==> config.mk <==
export PLATFORM = sky130hd
export DESIGN_NAME = combo_lock_fsm
export DESIGN_NICKNAME = d
export VERILOG_FILES = /design/src/rtl/combo_lock_pkg.sv /design/src/rtl/lock_timer.sv /design/src/rtl/combo_lock_fsm.sv
export SDC_FILE = /design/constraint.sdc
export NUM_CORES = 1
export LEC_CHECK = 0
export ABC_CLOCK_PERIOD_IN_PS = 3600
export CAP_MARGIN = 20
export CORE_UTILIZATION = 35
export DETAILED_ROUTE_END_ITERATION = 6
export SKIP_CTS_REPAIR_TIMING = 1
export SYNTH_ARGS = -nofsm -noshare
export SYNTH_HDL_FRONTEND = slang
export SYNTH_SLANG_ARGS = --single-unit
==> constraint.sdc <==
create_clock -name clk5 -period 3.6 [get_ports clk5]
set_input_delay 0.9 -clock clk5 [delete_from_list [all_inputs] [get_ports clk5]]
set_output_delay 0.9 -clock clk5 [all_outputs]
set_load 0.01 [all_outputs]
==> src/rtl/combo_lock_pkg.sv <==
// Shared types, widths and helpers for the combination lock controller.
package combo_lock_pkg;

    localparam int unsigned TIMER_W = 26;
    localparam int unsigned SEQ_LEN = 4;
    localparam int unsigned BTN_W   = 2;
    localparam int unsigned DIGIT_W = 3;

    typedef enum logic [1:0] {
        ST_IDLE    = 2'd0,
        ST_ENTRY   = 2'd1,
        ST_OPEN    = 2'd2,
        ST_LOCKOUT = 2'd3
    } lock_state_e;

    // True when exactly one button bit is set.
    function automatic logic btn_is_onehot(input logic [3:0] b);
        return (b != 4'd0) && ((b & (b - 4'd1)) == 4'd0);
    endfunction

    // Button index of a one-hot pulse vector.
    function automatic logic [BTN_W-1:0] btn_index(input logic [3:0] b);
        if (b[3])      return 2'd3;
        else if (b[2]) return 2'd2;
        else if (b[1]) return 2'd1;
        else           return 2'd0;
    endfunction

    // Expected button index for press position pos (press 0 is the MSB pair).
    function automatic logic [BTN_W-1:0] code_digit(input logic [7:0] code,
                                                     input logic [DIGIT_W-1:0] pos);
        case (pos)
            3'd0:    return code[7:6];
            3'd1:    return code[5:4];
            3'd2:    return code[3:2];
            default: return code[1:0];
        endcase
    endfunction

endpackage

==> src/rtl/lock_timer.sv <==
// Loadable down-counter shared by the entry, unlock and lockout intervals.
module lock_timer
    import combo_lock_pkg::*;
(
    input  logic               clk5,
    input  logic               reset,
    input  logic               load,
    input  logic [TIMER_W-1:0] load_val,
    input  logic               en,
    output logic               done
);

    logic [TIMER_W-1:0] r_count;

    // Load wins; outside timed states the count is parked at zero; never wraps.
    always_ff @(posedge clk5) begin
        if (reset) begin
            r_count <= '0;
        end else if (load) begin
            r_count <= load_val;
        end else if (!en) begin
            r_count <= '0;
        end else if (r_count != '0) begin
            r_count <= r_count - TIMER_W'(1);
        end
    end

    assign done = en && (r_count == '0);

endmodule

==> src/rtl/combo_lock_fsm.sv <==
// Code-entry controller: checks a 4-press sequence, drives unlock/err/lockout.
module combo_lock_fsm
    import combo_lock_pkg::*;
#(
    parameter logic [7:0]         CODE           = 8'b00_01_10_11,
    parameter logic [1:0]         MAX_FAILS      = 2'd3,
    parameter logic [TIMER_W-1:0] UNLOCK_CYCLES  = 26'd25000000,
    parameter logic [TIMER_W-1:0] LOCKOUT_CYCLES = 26'd50000000,
    parameter logic [TIMER_W-1:0] ENTRY_TIMEOUT  = 26'd15000000
)
(
    input  logic         clk5,
    input  logic         reset,
    input  logic [3:0]   btn_pulse,
    output logic         unlocked,
    output logic         err,
    output logic         locked_out,
    output logic [2:0]   digit_cnt,
    output logic [1:0]   fail_cnt
);

    lock_state_e          r_state;
    logic                 r_mismatch;
    logic                 r_unlocked;
    logic                 r_err;
    logic                 r_locked_out;
    logic [DIGIT_W-1:0]   r_digit_cnt;
    logic [1:0]           r_fail_cnt;

    logic                 w_press;
    logic                 w_bad_now;
    logic                 w_last;
    logic                 w_code_ok;
    logic [1:0]           w_fails_inc;
    logic                 w_tmr_load;
    logic [TIMER_W-1:0]   w_tmr_val;
    logic                 w_tmr_en;
    logic                 w_tmr_done;

    assign w_press     = |btn_pulse;
    assign w_bad_now   = !btn_is_onehot(btn_pulse) ||
                         (btn_index(btn_pulse) != code_digit(CODE, r_digit_cnt));
    assign w_last      = (r_digit_cnt == DIGIT_W'(SEQ_LEN - 1));
    assign w_code_ok   = !(r_mismatch || w_bad_now);
    assign w_fails_inc = r_fail_cnt + 2'd1;
    assign w_tmr_en    = (r_state != ST_IDLE);

    // Timer load on entry to a timed state, or on each accepted digit.
    always_comb begin
        w_tmr_load = 1'b0;
        w_tmr_val  = '0;
        case (r_state)
            ST_IDLE: begin
                if (w_press) begin
                    w_tmr_load = 1'b1;
                    w_tmr_val  = ENTRY_TIMEOUT - TIMER_W'(1);
                end
            end
            ST_ENTRY: begin
                if (w_press) begin
                    if (!w_last) begin
                        w_tmr_load = 1'b1;
                        w_tmr_val  = ENTRY_TIMEOUT - TIMER_W'(1);
                    end else if (w_code_ok) begin
                        w_tmr_load = 1'b1;
                        w_tmr_val  = UNLOCK_CYCLES - TIMER_W'(1);
                    end else if (w_fails_inc == MAX_FAILS) begin
                        w_tmr_load = 1'b1;
                        w_tmr_val  = LOCKOUT_CYCLES - TIMER_W'(1);
                    end
                end
            end
            default: begin
                w_tmr_load = 1'b0;
            end
        endcase
    end

    lock_timer u_timer (
        .clk5     (clk5),
        .reset    (reset),
        .load     (w_tmr_load),
        .load_val (w_tmr_val),
        .en       (w_tmr_en),
        .done     (w_tmr_done)
    );

    // Lock state machine with registered indications.
    always_ff @(posedge clk5) begin
        if (reset) begin
            r_state      <= ST_IDLE;
            r_mismatch   <= 1'b0;
            r_unlocked   <= 1'b0;
            r_err        <= 1'b0;
            r_locked_out <= 1'b0;
            r_digit_cnt  <= '0;
            r_fail_cnt   <= '0;
        end else begin
            r_err <= 1'b0;
            case (r_state)
                ST_IDLE: begin
                    if (w_press) begin
                        r_digit_cnt <= DIGIT_W'(1);
                        r_mismatch  <= w_bad_now;
                        r_state     <= ST_ENTRY;
                    end
                end
                ST_ENTRY: begin
                    if (w_press) begin
                        if (w_last) begin
                            r_digit_cnt <= '0;
                            r_mismatch  <= 1'b0;
                            if (w_code_ok) begin
                                r_state    <= ST_OPEN;
                                r_unlocked <= 1'b1;
                                r_fail_cnt <= '0;
                            end else begin
                                r_err      <= 1'b1;
                                r_fail_cnt <= w_fails_inc;
                                if (w_fails_inc == MAX_FAILS) begin
                                    r_state      <= ST_LOCKOUT;
                                    r_locked_out <= 1'b1;
                                end else begin
                                    r_state <= ST_IDLE;
                                end
                            end
                        end else begin
                            r_digit_cnt <= DIGIT_W'(r_digit_cnt + 3'd1);
                            r_mismatch  <= r_mismatch | w_bad_now;
                        end
                    end else if (w_tmr_done) begin
                        r_state     <= ST_IDLE;
                        r_digit_cnt <= '0;
                        r_mismatch  <= 1'b0;
                    end
                end
                ST_OPEN: begin
                    if (w_press || w_tmr_done) begin
                        r_state    <= ST_IDLE;
                        r_unlocked <= 1'b0;
                    end
                end
                ST_LOCKOUT: begin
                    if (w_tmr_done) begin
                        r_state      <= ST_IDLE;
                        r_locked_out <= 1'b0;
                        r_fail_cnt   <= '0;
                    end
                end
                default: begin
                    r_state <= ST_IDLE;
                end
            endcase
        end
    end

    assign unlocked   = r_unlocked;
    assign err        = r_err;
    assign locked_out = r_locked_out;
    assign digit_cnt  = r_digit_cnt;
    assign fail_cnt   = r_fail_cnt;

endmodule

==> metrics.cfg, run 1 <==
[routing]
drc = 0
drt_pass1_iterations = 4
drtIter0Drc = 145
via_per_inst = 5.56
drtAntennaViolNets = 0
wire_per_inst_um = 15.1
num_vias = 1962
wl_um = 5320

[grt]
grt_max_degree = 21
antenna_found_initial = 0
first_global_vias = 1851
grt_overflow_total = 0
grt_pass1_wl_um = 9070
grt_usage_pct = 17.9

[logic_synthesis]
yosys_warnings = 0
synth_top_area_share_pct = 33.8
syn_nets = 275
synth-edff-count = 0
yosysUniqueCellTypes = 49
netlist_area_um2 = 2190
syn_inst = 263
synth-seq-area-share_pct = 33.8
yosysTopAreaCell = dfxtp_1
synthArstFlopShare_pct = 0
synth_seq_cells = 37
synth.avg_cell_area_um2 = 8.34
synth_area_leaders = dfxtp_1 (34%), xor2_1 (6.4%), o21ai_0 (4.1%), a211oi_1 (3.8%), nor2_1 (3.6%)
synth_flop_cell = dfxtp_1

[timing]
rsz0062_at_grt = false
slew_headroom_pct = 51.5
setup_tns_ps = 0
setup_viol_count_final = 0
finalCriticalPeriod_ps = 3040
fmaxAchievable_mhz = 329
slew_violations = 0
fin_skew_ps = 9.41
fin_crit_sh_pct = 84.4
hold_viol = 0
worst_slew_pin_slew_ps = 725

[finish]
regArea_um2 = 741
final_common_cell = dfxtp_1
antenna_cells = 0
fillers = 600
final_cell_mix = dfxtp_1 (37), nor2_1 (21), o21ai_0 (18)
nets = 289
area_delta_synth_final_pct = 12.8
drive_gt1_share_pct = 9.35
multi_input_area_um2 = 1330

[power]
swShare_pct = 28.1
p_total_mw = 0.851
p_seq_share_pct = 52.6
p_switching_mw = 0.239
intPower_mw = 0.611
p_leak_nw = 0.962
power_frac_clock_pct = 34.4
ir_worst_vdd_v = 0.000162
p_comb_share_pct = 12.9
power.density_nw_per_um2 = 344

[cts]
cts_buffers = 5
cts_root_buf = clkbuf_8
cts_tree = done
insertion_delay_ps = 290
clock-sinks = 37
clock_path_buffers = 2
cts.reportedPaths.clkPinSlew_ps = 70
h-tree-depth = 2

[setup_path]
slowest_delay_ps = 750
crit_path_start_kind = register
crit_type = reg2reg
worstPathMaxFanout = 20
crit_arrival_ps = 3230
rr_worst_depth = 8
cp_slowest_cell = or4_4
r2r_setup_slack_ps = 560
path_cells = inv_1 > ha_1 > or4b_4 > or2_1 > or4_4 > o31ai_4 > o21ai_0 > and3_1
critPathCaptureType = register
cp.required_ps = 3790

[min_path]
min_path_cells = 2
hp-class = reg2reg

[floorplanning]
initial_core_util_pct = 36.6
ios = 14
core_um2 = 5990
die_x_um = 81.2
die_height_um = 81.2
fp-row-count = 28
die-area_um2 = 6590

[placement]
place_hpwl_um = 3700
io_buffers = 13
place_congestion = 0.778

[run_status]
status = finished clean

[job]
maxCapViolations = 0

critical path: cells and delay by family, from the launching register on:
kind / cells / cell delay (ps)
AOI/OAI and AO/OA: 2 / 480
adders and majority gates: 1 / 200
buffers and inverters: 1 / 120
DFF: 1 / 330
and+or+nand+nor: 4 / 1810
final timing paths:
check / end / start
worst min-delay path: locked_out / locked_out
worst max-delay path: digit_cnt[2] / u_timer.r_count[0]
worst max register to register: digit_cnt[2] / u_timer.r_count[0]
worst min register to register: locked_out / locked_out
cell type report:
class	count	share of cell area (%)
flip-flops and latches	37	29.9
repair buffers	20	7.38
clock inverters	2	0.404
multi-input cells	202	53.9
inverters	11	1.67
well taps	75	3.79
clock buffers	6	2.93
registers in the layout (all words and copies together) (netlist names):
name / flops
digit_cnt: 3
err: 1
fail_cnt: 2
locked_out: 1
r_mismatch: 1
r_state: 2
u_timer.r_count: 26
unlocked: 1
cell families (layout without fill, tap and decap cells):
| family | count (synthesis) | count (layout) | synth area share, % |
|---|---|---|---|
| and+or+nand+nor | 101 | 101 | 26.0 |
| xor gates and xnor gates | 23 | 23 | 9.53 |
| buffers and inverters | 24 | 39 | 5.42 |
| DFF | 37 | 37 | 33.8 |
| adders and majority gates | 6 | 6 | 3.42 |
| AOI/OAI and AO/OA | 72 | 72 | 21.8 |
per-layer routing:
layer / wire length (um) / part of all wire (%) / vias to the layer above / global-route usage (%)
met5: 0 / 0 / - / 0
met4: 46 / 0.86 / 0 / 5.71
met3: 161 / 3.0 / 5 / 3.82
met2: 2300 / 43 / 32 / 27.8
met1: 2810 / 53 / 937 / 24.6
li1: - / - / 988 / -
synth_stat cells, types with 7 or more instances:
cell type	n
a211oi_1	11
a21oi_1	13
dfxtp_1	37
inv_1	11
nand2_1	13
nand3_1	7
nor2_1	21
nor3_1	14
o211ai_1	7
o21ai_0	18
or3_1	10
or4_1	7
xor2_1	16
power groups by stage:
stage | clock network (mW) | logic [mW] | registers (mW)
after CTS | 0.302 | 0.110 | 0.447
after global placement | 0 | 0.109 | 0.457
after detailed placement | 0 | 0.109 | 0.457
after global routing | 0.323 | 0.124 | 0.451
final | 0.293 | 0.110 | 0.448
after floorplan | 0 | 0.0802 | 0.451
through the flow:
stage	hold WS (ps)	std cells	worst slack [ps]	util [%]	area [um^2]
final	463	353	561	41.3	2470
after global routing	502	353	444	41.3	2470
after CTS	466	353	579	41.3	2470
after detailed placement	451	345	439	39.9	2390
after global placement	454	345	469	39.9	2390
after floorplan	477	263	789	-	2190
Note: power is estimated with default switching activity, not from simulation.
==> run 2, diff against run 1 <==
--- a/config.mk
+++ b/config.mk
@@ -5,7 +5,7 @@
 export SDC_FILE = /design/constraint.sdc
 export NUM_CORES = 1
 export LEC_CHECK = 0
-export ABC_CLOCK_PERIOD_IN_PS = 3600
+export ABC_CLOCK_PERIOD_IN_PS = 2800
 export CAP_MARGIN = 20
 export CORE_UTILIZATION = 35
 export DETAILED_ROUTE_END_ITERATION = 6
==> constraint.sdc (replaced) <==
create_clock -name clk5 -period 2.8 [get_ports clk5]
set_input_delay 0.7 -clock clk5 [delete_from_list [all_inputs] [get_ports clk5]]
set_output_delay 0.7 -clock clk5 [all_outputs]
set_load 0.01 [all_outputs]
==> run 2 against run 1 <==
Effect of this change:
- wire length increased by 0.94%
- die area unchanged
- cell count increased by 4.8%
- sequential power increased by 28%
- critical path depth decreased by 1
==> metrics.cfg, run 2 (synthesized netlist as in run 1, its figures left out) <==
[run_status]
status = finished clean  ; unchanged

[floorplanning]
initial_core_util_pct = 36.6  ; unchanged
ios = 14  ; unchanged
fp-row-count = 28  ; unchanged
die-area_um2 = 6590  ; unchanged
die_height_um = 81.2  ; unchanged
core_um2 = 5990  ; unchanged
die_x_um = 81.2  ; unchanged

[timing]
fin_crit_sh_pct = 96.3  ; was 84.4%
slew_violations = 0  ; unchanged
worst_slack_ps = 103  ; was 561 ps
slew_headroom_pct = 51.3  ; was 51.5%
fin_skew_ps = 3.77  ; was 9.41 ps
finalCriticalPeriod_ps = 2700  ; was 3040 ps
fmaxAchievable_mhz = 371  ; was 329 MHz
hold_viol = 0  ; unchanged
worst_slew_pin_slew_ps = 722  ; was 725 ps
fin_hold_ws_ps = 461  ; was 463 ps
setup_viol_count_final = 0  ; unchanged

[grt]
grt_max_degree = 18  ; was 21
grt_overflow_total = 0  ; unchanged
grt_pass1_wl_um = 9290  ; was 9070 um
first_global_vias = 1923  ; was 1851
antenna_found_initial = 0  ; unchanged
grt_usage_pct = 18.7  ; was 17.9%

[setup_path]
crit_path_start_kind = register  ; unchanged
crit_arrival_ps = 2880  ; was 3230 ps
critPathCaptureType = register  ; unchanged
crit_type = reg2reg  ; unchanged
worstPathMaxFanout = 6  ; was 20
crit_buf_inv = 1  ; unchanged
critPathTopFamily = simple AND/OR/NAND/NOR gates  ; unchanged
cp.required_ps = 2980  ; was 3790 ps
slowest_delay_ps = 580  ; was 750 ps
cp_slowest_cell = or4_4  ; unchanged
cp_common_cell = or4_4
path_cells = or4_4 > or3_4 > or4_4 > o31ai_4 > buf_4 > o21a_1 > nor2_1  ; was inv_1 > ha_1 > or4b_4 > or2_1 > or4_4 > o31ai_4 > o21ai_0 > and3_1

[power]
p_leak_nw = 1.05  ; was 0.962 nW
p_total_mw = 1.09  ; was 0.851 mW
ir_worst_vdd_v = 0.000210  ; was 0.000162 V
power.density_nw_per_um2 = 412  ; was 344 nW/um^2

[placement]
pre_cts_ws_ps = -7.52  ; was 439 ps
place_inst = 363  ; was 345
place_hpwl_um = 3900  ; was 3700 um
place_congestion = 0.831  ; was 0.778
io_buffers = 13  ; unchanged

[finish]
regArea_um2 = 741  ; unchanged
fillers = 597  ; was 600
largest_reg_flops = 26  ; unchanged
nets = 308  ; was 289
regMostFlops = u_timer.r_count  ; unchanged
final_common_cell = dfxtp_1  ; unchanged
drive_gt1_share_pct = 16.3  ; was 9.35%
antenna_cells = 0  ; unchanged
final_cell_mix = dfxtp_1 (37), buf_4 (25), nor2_1 (21)  ; was dfxtp_1 (37), nor2_1 (21), o21ai_0 (18)
area_delta_synth_final_pct = 20.4  ; was 12.8%
multi_input_area_um2 = 1350  ; was 1330 um^2
finalNonFillerCells = 370  ; was 353

[cts]
insertion_delay_ps = 290  ; about the same
h-tree-depth = 2  ; unchanged
clock-sinks = 37  ; unchanged
cts.reportedPaths.clkPinSlew_ps = 70  ; about the same
cts_root_buf = clkbuf_8  ; unchanged
cts_tree = done  ; unchanged
cts_buffers = 5  ; unchanged
clock_path_buffers = 2  ; unchanged

[routing]
drtAntennaViolNets = 0  ; unchanged
drc = 0  ; unchanged
wl_um = 5370  ; was 5320 um
drt_pass1_iterations = 4  ; unchanged
via_per_inst = 5.47  ; was 5.56
num_vias = 2023  ; was 1962
wire_per_inst_um = 14.5  ; was 15.1 um
drtIter0Drc = 128  ; was 145

[min_path]
hp-class = reg2reg  ; unchanged

[job]
maxCapViolations = 0  ; unchanged

[run 2: power by group]
group | internal (mW) | switching [mW]
combinational | 0.0791 | 0.0865
clock | 0.164 | 0.186
sequential | 0.550 | 0.0228
total | 0.793 | 0.295
[run 2: final timing paths]
| kind | start | endpoint | slack (ps) | cells past startpoint |
|---|---|---|---|---|
| min reg2reg | unlocked | unlocked | 460 | 2 |
| min | unlocked | unlocked | 460 | 2 |
| max | u_timer.r_count[9] | digit_cnt[1] | 100 | 7 |
| max reg2reg | u_timer.r_count[9] | digit_cnt[1] | 100 | 7 |
[run 2: stage by stage]
step                      setup TNS, ps  instance area [um^2]  util [%]
after floorplan                       0                  2190         -
after global placement                0                  2540      42.4
after CTS                             0                  2610      43.6
after detailed placement          -9.47                  2540      42.4
after global routing              -11.0                  2640      44.1
final                                 0                  2640      44.1
[run 2: cell type report]
type | instances | share of cell area (%)
multi-input cells | 202 | 51.2
flip-flops and latches | 37 | 28.1
repair buffers | 39 | 12.8
well taps | 75 | 3.55
clock buffers | 5 | 2.61
inverters | 11 | 1.56
clock inverters | 1 | 0.190
[run 2: routing by layer]
layer	up-vias	global-route usage, %	share of wire, %	routed length (um)
met5	-	0	0	0
met4	0	5.71	0.65	35
met3	2	4.83	4.0	215
met2	39	29.3	46	2480
met1	953	25.1	49	2650
li1	1029	-	-	-
[run 2: worst min-delay path, delay by kind of cell (launching register included)]
kind | cells | cell delay [ps]
flip-flops | 1 | 310
AO/OA/AOI/OAI | 1 | 50
AND/OR/NAND/NOR | 1 | 50
==> run 3, diff against run 2 <==
--- a/config.mk
+++ b/config.mk
@@ -7,6 +7,7 @@
 export LEC_CHECK = 0
 export ABC_CLOCK_PERIOD_IN_PS = 2800
 export CAP_MARGIN = 20
+export CORE_MARGIN = 3
 export CORE_UTILIZATION = 35
 export DETAILED_ROUTE_END_ITERATION = 6
 export SKIP_CTS_REPAIR_TIMING = 1
==> run 3 against run 2 <==
Effect of this change:
- utilization shrank 0.27 points
- non-clock buffer count decreased by 3
- via count hardly changed
- worst hold slack gained 10 ps
- critical path depth is 1 higher
- largest power group unchanged
==> metrics.cfg, run 3 (synthesized netlist as in run 1, its figures left out) <==
[timing]
hold_viol = 0  ; unchanged
fmaxAchievable_mhz = 375  ; was 371 MHz
slew_violations = 0  ; unchanged
finalCriticalPeriod_ps = 2670  ; was 2700 ps
worst_slew_pin_slew_ps = 795  ; was 722 ps
worst_slack_ps = 131  ; was 103 ps
slew_headroom_pct = 46.4  ; was 51.3%
setup_viol_count_final = 0  ; unchanged
fin_skew_ps = 4.90  ; was 3.77 ps
setup_tns_ps = 0  ; unchanged
rsz0062_at_grt = false
fin_crit_sh_pct = 95.3  ; was 96.3%

[cts]
h-tree-depth = 2  ; unchanged
cts_tree = done  ; unchanged
cts.reportedPaths.clkPinSlew_ps = 80  ; was 70 ps
insertion_delay_ps = 290  ; about the same
clock-sinks = 37  ; unchanged
cts_root_buf = clkbuf_8  ; unchanged
clock_path_buffers = 2  ; unchanged
cts_buffers = 5  ; unchanged

[run_status]
status = finished clean  ; unchanged

[finish]
fillers = 595  ; was 597
antenna_cells = 0  ; unchanged
regMostFlops = u_timer.r_count  ; unchanged
drive_gt1_share_pct = 15.7  ; was 16.3%
area_delta_synth_final_pct = 19.6  ; was 20.4%
finalNonFillerCells = 368  ; was 370
largest_reg_flops = 26  ; unchanged
final_common_cell = dfxtp_1  ; unchanged
final_cell_mix = dfxtp_1 (37), buf_4 (22), nor2_1 (21)  ; was dfxtp_1 (37), buf_4 (25), nor2_1 (21)
nets = 305  ; was 308

[power]
swShare_pct = 27.3  ; was 27.1%
p_leak_nw = 1.04  ; was 1.05 nW
power_frac_clock_pct = 34.8  ; was 32.1%
intPower_mw = 0.819  ; was 0.793 mW
p_total_mw = 1.13  ; was 1.09 mW
p_switching_mw = 0.308  ; was 0.295 mW
p_comb_share_pct = 14.2  ; was 15.2%
p_seq_share_pct = 50.9  ; was 52.6%
ir_worst_vdd_v = 0.000211  ; was 0.000210 V
power.density_nw_per_um2 = 430  ; was 412 nW/um^2

[routing]
drc = 0  ; unchanged
wl_um = 5470  ; was 5370 um
num_vias = 2022  ; was 2023
drtIter0Drc = 171  ; was 128
drtAntennaViolNets = 0  ; unchanged
via_per_inst = 5.49  ; was 5.47
drt_pass1_iterations = 5  ; was 4
wire_per_inst_um = 14.9  ; was 14.5 um

[floorplanning]
initial_core_util_pct = 36.6  ; unchanged
core_um2 = 5990  ; unchanged
die_x_um = 85.2  ; was 81.2 um
die_height_um = 85.2  ; was 81.2 um
ios = 14  ; unchanged
fp-row-count = 28  ; unchanged
die-area_um2 = 7250  ; was 6590 um^2

[grt]
grt_pass1_wl_um = 9220  ; was 9290 um
grt_max_degree = 25  ; was 18
first_global_vias = 1918  ; was 1923
antenna_found_initial = 0  ; unchanged
grt_overflow_total = 0  ; unchanged
grt_usage_pct = 15.8  ; was 18.7%

[min_path]
hp-class = reg2reg  ; unchanged
min_path_cells = 2  ; unchanged
min_from = unlocked  ; unchanged
holdPathEnd = unlocked  ; unchanged

[setup_path]
r2r_start = u_timer.r_count[0]  ; was u_timer.r_count[9]
rr_worst_depth = 8  ; was 7
r2r_setup_slack_ps = 130  ; was 100 ps
crit_type = reg2reg  ; unchanged
cp_slowest_cell = or4_4  ; unchanged
crit_path_start_kind = register  ; unchanged
r2r-end = digit_cnt[2]  ; was digit_cnt[1]
slowest_delay_ps = 560  ; was 580 ps
critPathCaptureType = register  ; unchanged
path_cells = inv_2 > ha_2 > or4b_4 > or2_4 > or4_4 > o31ai_4 > o21ai_1 > and3_1  ; was or4_4 > or3_4 > or4_4 > o31ai_4 > buf_4 > o21a_1 > nor2_1
worstPathMaxFanout = 6  ; unchanged
cp.required_ps = 2990  ; was 2980 ps
crit_arrival_ps = 2860  ; was 2880 ps

[placement]
place_congestion = 0.818  ; was 0.831
pre_cts_ws_ps = 4.36  ; was -7.52 ps
io_buffers = 13  ; unchanged
place_inst = 360  ; was 363
place_hpwl_um = 3950  ; was 3900 um

[job]
maxCapViolations = 0  ; unchanged

==> run 3: cell count changes in the layout (fill, tap and decap cells not counted) <==
| cell | delta |
|---|---|
| buf_4 | -3 |
| clkbuf_8 | +1 |
| clkinv_2 | -1 |
| clkinvlp_4 | +1 |
| ha_2 | +1 |
| ha_4 | -1 |
==> run 3: stage by stage <==
step                hold WS, ps  cell area, um^2  utilization (%)
detailed placement          460             2520             42.0
floorplan                   477             2190                -
global route                509             2620             43.8
global placement            454             2520             42.0
CTS                         475             2610             43.5
finish                      471             2620             43.8
==> run 3: power by group through the flow <==
stage	combinational, mW	clock, mW	sequential (mW)
floorplan	0.103	0	0.580
global placement	0.155	0	0.585
detailed placement	0.158	0	0.585
CTS	0.159	0.401	0.573
global route	0.179	0.418	0.577
finish	0.160	0.392	0.574
==> run 3: worst max-delay path by stage <==
stage	start	to	slack, ps	depth (start not counted)
floorplan	digit_cnt[0]	u_timer.r_count[11]	80	8
global placement	btn_pulse[3]	u_timer.r_count[15]	40	7
detailed placement	btn_pulse[3]	u_timer.r_count[2]	4	7
CTS	u_timer.r_count[0]	digit_cnt[2]	90	8
global route	u_timer.r_count[0]	digit_cnt[2]	20	8
finish	u_timer.r_count[0]	digit_cnt[2]	130	8
==> run 3: area by class of cell <==
class	count	area, um^2	share of cell area [%]
Timing Repair Buffer	36	315	12.0
Sequential cell	37	741	28.2
Tap cell	75	93.8	3.58
Clock buffer	6	82.6	3.15
Multi-Input combinational cell	202	1340	51.2
Clock inverter	1	7.51	0.286
Inverter	11	41.3	1.57
==> run 3: worst max-delay path, delay by kind of cell (launching register included) <==
family / cells / cell delay (ps)
AND/OR/NAND/NOR: 4 / 1520
adder cells (fa/ha/maj): 1 / 180
AO/OA/AOI/OAI: 2 / 470
buffers and inverters: 1 / 70
flip-flops: 1 / 340
==> run 3: per-layer routing <==
metal / track usage, % / vias up / wire length [um] / part of all wire, %
li1: - / 1023 / - / -
met1: 22.5 / 956 / 2720 / 50
met2: 24.4 / 38 / 2500 / 46
met3: 2.91 / 5 / 190 / 3.5
met4: 4.32 / 0 / 58 / 1.1
met5: 0 / - / 0 / 0
